**src/rtl/spi_reg_bank.sv**
```systemverilog
// Register bank fed by the PICO byte stream: synchronizes the byte flag, decodes
// address/data bytes and commits data bytes into NUM_REGS 8-bit registers.
module spi_reg_bank #(
    parameter int unsigned NUM_REGS     = 16,
    parameter int unsigned IDLE_TIMEOUT = 32
) (
    input  logic                    iclk,
    input  logic                    rst,
    input  logic                    msg_flag,
    input  logic [7:0]              write_data,
    input  logic [7:0]              mux_control_signal,
    output logic [NUM_REGS*8-1:0]   regs_flat,
    output logic [7:0]              rd_data,
    output logic                    wr_strobe,
    output logic [7:0]              wr_addr,
    output logic                    busy,
    output logic                    err_oor
);

    localparam logic [7:0] LP_NUM_REGS = 8'(NUM_REGS);
    localparam logic [7:0] LP_TIMEOUT  = 8'(IDLE_TIMEOUT);

    logic                  r_f1, r_f2, r_f3;
    logic [7:0]            r_cap_data;
    logic [7:0]            r_cap_ptr;
    logic                  r_evt_d;
    logic [7:0]            r_last_ptr;
    logic [7:0]            r_timer;
    logic [NUM_REGS*8-1:0] r_regs;
    logic [7:0]            r_rd_data;
    logic                  r_wr_strobe;
    logic [7:0]            r_wr_addr;
    logic                  r_busy;
    logic                  r_err_oor;

    logic                  w_event;
    logic [7:0]            w_rd_sel;

    // Flops reset high because PICO idles msg_flag high; avoids a fake edge after reset.
    always_ff @(posedge iclk) begin
        if (rst) begin
            r_f1 <= 1'b1;
            r_f2 <= 1'b1;
            r_f3 <= 1'b1;
        end else begin
            r_f1 <= msg_flag;
            r_f2 <= r_f1;
            r_f3 <= r_f2;
        end
    end

    assign w_event = r_f2 & ~r_f3;

    always_comb begin
        w_rd_sel = 8'd0;
        for (int unsigned k = 1; k <= NUM_REGS; k++) begin
            if (r_cap_ptr == 8'(k)) begin
                w_rd_sel = r_regs[8*k-1 -: 8];
            end
        end
    end

    always_ff @(posedge iclk) begin
        if (rst) begin
            r_cap_data  <= 8'd0;
            r_cap_ptr   <= 8'd0;
            r_evt_d     <= 1'b0;
            r_last_ptr  <= 8'd0;
            r_timer     <= 8'd0;
            r_regs      <= '0;
            r_rd_data   <= 8'd0;
            r_wr_strobe <= 1'b0;
            r_wr_addr   <= 8'd0;
            r_busy      <= 1'b0;
            r_err_oor   <= 1'b0;
        end else begin
            r_evt_d     <= w_event;
            r_wr_strobe <= 1'b0;
            r_rd_data   <= w_rd_sel;

            // An event in the expiry cycle wins: timer restarts, last_ptr kept for decode.
            if (w_event) begin
                r_cap_data <= write_data;
                r_cap_ptr  <= mux_control_signal;
                r_timer    <= 8'd0;
                r_busy     <= 1'b1;
                if (r_last_ptr != 8'd0) begin
                    r_wr_strobe <= 1'b1;
                    r_wr_addr   <= r_last_ptr;
                    if (r_last_ptr > LP_NUM_REGS) begin
                        r_err_oor <= 1'b1;
                    end
                end
            end else if (r_timer != LP_TIMEOUT) begin
                r_timer <= r_timer + 8'd1;
                if (r_timer == LP_TIMEOUT - 8'd1) begin
                    r_last_ptr <= 8'd0;
                    r_busy     <= 1'b0;
                end
            end

            if (r_evt_d) begin
                r_last_ptr <= r_cap_ptr;
            end

            // Commit on the edge ending the strobe cycle; out-of-range targets match no register.
            if (r_wr_strobe) begin
                for (int unsigned k = 1; k <= NUM_REGS; k++) begin
                    if (r_wr_addr == 8'(k)) begin
                        r_regs[8*k-1 -: 8] <= r_cap_data;
                    end
                end
            end
        end
    end

    assign regs_flat = r_regs;
    assign rd_data   = r_rd_data;
    assign wr_strobe = r_wr_strobe;
    assign wr_addr   = r_wr_addr;
    assign busy      = r_busy;
    assign err_oor   = r_err_oor;

endmodule

```
**config.mk**
```make
export PLATFORM = sky130hd
export DESIGN_NAME = spi_reg_bank
export DESIGN_NICKNAME = d
export VERILOG_FILES = /design/src/rtl/spi_reg_bank.sv
export SDC_FILE = /design/constraint.sdc
export NUM_CORES = 1
export LEC_CHECK = 0
export CELL_PAD_IN_SITES_DETAIL_PLACEMENT = 0
export CELL_PAD_IN_SITES_GLOBAL_PLACEMENT = 1
export CORE_ASPECT_RATIO = 1.25
export CORE_MARGIN = 5
export CORE_UTILIZATION = 47
export DETAILED_ROUTE_END_ITERATION = 7
export DONT_BUFFER_PORTS = 1
export PLACE_DENSITY_LB_ADDON = 0.1
export SETUP_SLACK_MARGIN = 0.3
export SLEW_MARGIN = 5
export SYNTH_ARGS = -nofsm -noshare
export SYNTH_HDL_FRONTEND = slang
export SYNTH_SLANG_ARGS = --single-unit
```
**constraint.sdc**
```tcl
create_clock -name iclk -period 2.6 [get_ports iclk]
set_input_delay 0.78 -clock iclk [delete_from_list [all_inputs] [get_ports iclk]]
set_output_delay 0.78 -clock iclk [all_outputs]
set_load 0.05 [all_outputs]
```
==> results.py <==
metrics = {
    "run_status": {
        "status": "finished clean",
    },
    "finish": {
        "n_antenna_cell": 0,
        "synthToLayoutAreaGrowth_pct": 13.43,
        "layout_commonest_cell": "dfxtp_1",
        "nFillCells": 1610,
        "finalNetCount": 976,
        "final_cell_mix": "dfxtp_1, nand2_1, nor2_1",
        "drive_gt1_frac": 0.1446,
    },
    "min_path": {
        "hold_path_end": "regs_flat[47]",
        "hp-class": "input port to flip-flop",
        "whs_path_depth": 1,
        "worstHoldStart": "rst",
    },
    "yosys": {
        "synth_top_family_by_area": "simple AND/OR/NAND/NOR gates",
        "synth_compound_area_frac": 0.1567,
        "muxShareOfSynthArea": 0.1276,
        "syn-num-nets": 975,
        "synth_area_sq_mm": 0.008127,
        "synth-adder-area-share": 0.003079,
        "ys.flop_type": "dfxtp_1",
        "ys_ff_latch": 183,
        "synth_edf_count": 0,
        "syn_area_per_cell_sq_um": 8.518,
        "yosysSeqAreaShare": 0.4508,
        "syn_inst": 954,
        "ys_warn_count": 0,
        "yosys.area_share.simple": 0.2140,
        "ys_async_sr_fraction": 0,
        "yosys.cell_types.count": 58,
        "synth_xor_area_frac": 0.007544,
    },
    "worst_setup_path": {
        "slowest_delay_ns": 0.53,
        "reg2reg_to": "rd_data[1]",
        "required_ns": 2.94,
        "rrSetupSlack_ns": 0.35,
        "cp.arrival_ns": 2.59,
        "end_kind": "flip-flop",
        "crit_chain": "buf_6, or4_4, or3_4, o22ai_2, o211ai_1, a221oi_1",
        "r2r-start": "r_cap_ptr[1]",
        "critical-path-slowest-cell": "or4_4",
        "path_max_fanout": 7,
        "crit_type": "flip-flop to flip-flop",
        "start_kind": "flip-flop",
        "ff2ff_path_depth": 6,
    },
    "timing": {
        "final_hold_viol_count": 0,
        "tightestPinTransition_ns": 1.183,
        "fin_worst_skew_ns": 0.009539,
        "setup_violations": 0,
        "setup_ws_ns": 0.3531,
        "fin_hold_ws_ns": 0.4043,
        "post-route-period-util": 0.8642,
        "maxSlewViolCount": 0,
        "post-route-min-period_ns": 2.247,
        "rsz0062_at_grt": "true",
        "slew_headroom": 0.2100,
        "fmax_ghz": 0.4451,
        "fin_tns_setup_ns": 0,
    },
    "run": {
        "drv_cap": 0,
    },
    "detailed_routing": {
        "viasPerCell": 5.979,
        "ant_nets": 0,
        "wl_per_cell_um": 24.14,
        "vias": 7103,
        "drtIter0Drc": 693,
        "wirelength_um": 28680,
        "drc": 0,
        "first_pass_iters": 5,
    },
    "floorplanning": {
        "core-area_sq_mm": 0.01691,
        "initial_core_util": 0.4806,
        "row_count": 53,
        "io_pins": 166,
        "fp.dieH_um": 157.0,
        "die_w_um": 127.6,
        "die_area_sq_mm": 0.02004,
    },
    "clock_tree": {
        "cts.sinks": 183,
        "cts_tree": "yes",
        "h-tree-depth": 4,
        "clk_latency_ns": 0.44,
        "clk_pin_slew_ns": 0.07,
        "ctsHoldBuffers": 0,
        "cts_root_buf": "clkbuf_16",
        "cts_buffer_depth": 2,
        "cts_buffers": 17,
    },
    "global_routing": {
        "grt_start_max_net_pins": 179,
        "grt_overflow": 0,
        "antenna_found_initial": 0,
        "grtUsageTotal": 0.2819,
        "grt_pass1_wl_um": 42730,
        "grt_pass1_vias": 6848,
    },
    "placement": {
        "gp_congestion": 0.9127,
        "dp_hpwl_um": 20630,
        "dp_slack_ns": 0.2092,
        "io_buffers": 0,
    },
    "pwr": {
        "p_total_w": 0.005620,
        "p_per_area_mw_per_mm2": 609.7,
        "p_leak_nw": 3.021,
        "ir_worst_vdd_uv": 396.9,
    },
}
## critical path, delay by kind of cell (launching register included)
kind	cells	cell delay, ns
AND/OR/NAND/NOR	2	0.98
AO/OA/AOI/OAI	3	0.66
flip-flops	1	0.38
buffers and inverters	1	0.13
## final cells by class
| class | instances | area [sq um] | area share |
|---|---|---|---|
| Multi-Input combinational cell | 691 | 4213 | 0.4570 |
| Sequential cell | 183 | 3671 | 0.3983 |
| Timing Repair Buffer | 58 | 451.7 | 0.04900 |
| Clock buffer | 20 | 446.7 | 0.04846 |
| Tap cell | 220 | 275.3 | 0.02986 |
| Clock inverter | 12 | 141.4 | 0.01534 |
| Inverter | 4 | 18.77 | 0.002036 |
## synthesized netlist by cell type, types with 6 or more instances
cell type,instances,share of area
nand2b_1,11,0.0085
dfxtp_1,183,0.45
a21oi_1,95,0.059
nand3_1,22,0.014
nor3_1,8,0.0049
a22oi_1,18,0.017
mux2i_1,89,0.11
clkbuf_1,53,0.024
a221oi_1,8,0.0086
a22o_1,8,0.0086
nand2_1,157,0.073
buf_2,15,0.0092
mux2_2,7,0.0097
nor2_1,117,0.054
o22ai_1,11,0.0085
or2_2,7,0.0054
buf_1,7,0.0032
nor2_2,6,0.0046
o21ai_0,40,0.025
o211ai_1,8,0.0074
nand3b_1,6,0.0055
## worst max-delay path by stage
stage / start / endpoint / slack [ns] / depth (start not counted)
after floorplan: wr_strobe / regs_flat[67] / 0.51 / 6
after global placement: r_cap_ptr[1] / rd_data[1] / 0.23 / 6
after detailed placement: r_cap_ptr[1] / rd_data[1] / 0.21 / 6
after CTS: r_cap_ptr[1] / rd_data[1] / 0.29 / 7
after global routing: wr_addr[7] / regs_flat[79] / 0.27 / 5
final: r_cap_ptr[1] / rd_data[1] / 0.35 / 6
## state kept, by name, indices dropped and copies added, names as in the netlist, 8 cells and up
signal,count
r_cap_data,8
regs_flat,128
wr_addr,8
r_timer,8
r_last_ptr,8
rd_data,8
r_cap_ptr,8
## per-layer routing
layer  up-vias  global-route usage  wire, um
met2       243              0.4735     13950
met4         0             0.06269       370
met5         -                   0         0
li1       3320                   -         -
met3        29             0.08554      2396
met1      3511              0.3588     11960
## cell families after synthesis
family                   after synthesis
adder cells (fa/ha/maj)                2
multiplexers                          99
flip-flops                           183
buffers and inverters                 80
AND/OR/NAND/NOR                      370
XOR/XNOR                               7
AO/OA/AOI/OAI                        213
## power breakdown
| part | internal (W) | switching, W | total [W] |
|---|---|---|---|
| registers | 0.00281 | 0.0000442 | 0.00286 |
| clock network | 0.00146 | 0.00117 | 0.00263 |
| logic | 0.0000553 | 0.0000764 | 0.000132 |
## metrics by stage
| stage | utilization | instance area [sq um] | std cells |
|---|---|---|---|
| floorplan | - | 8127 | 954 |
| global placement | 0.5011 | 8474 | 1147 |
| detailed placement | 0.5011 | 8474 | 1147 |
| CTS | 0.5370 | 9081 | 1179 |
| global route | 0.5451 | 9218 | 1188 |
| finish | 0.5451 | 9218 | 1188 |
## what timing repair did
item,CTS,global route
gates resized for setup,3,17
pin swaps,0,6
setup endpoints to repair,3,28
setup buffers,0,9
Note: power is estimated with default switching activity, not from simulation.
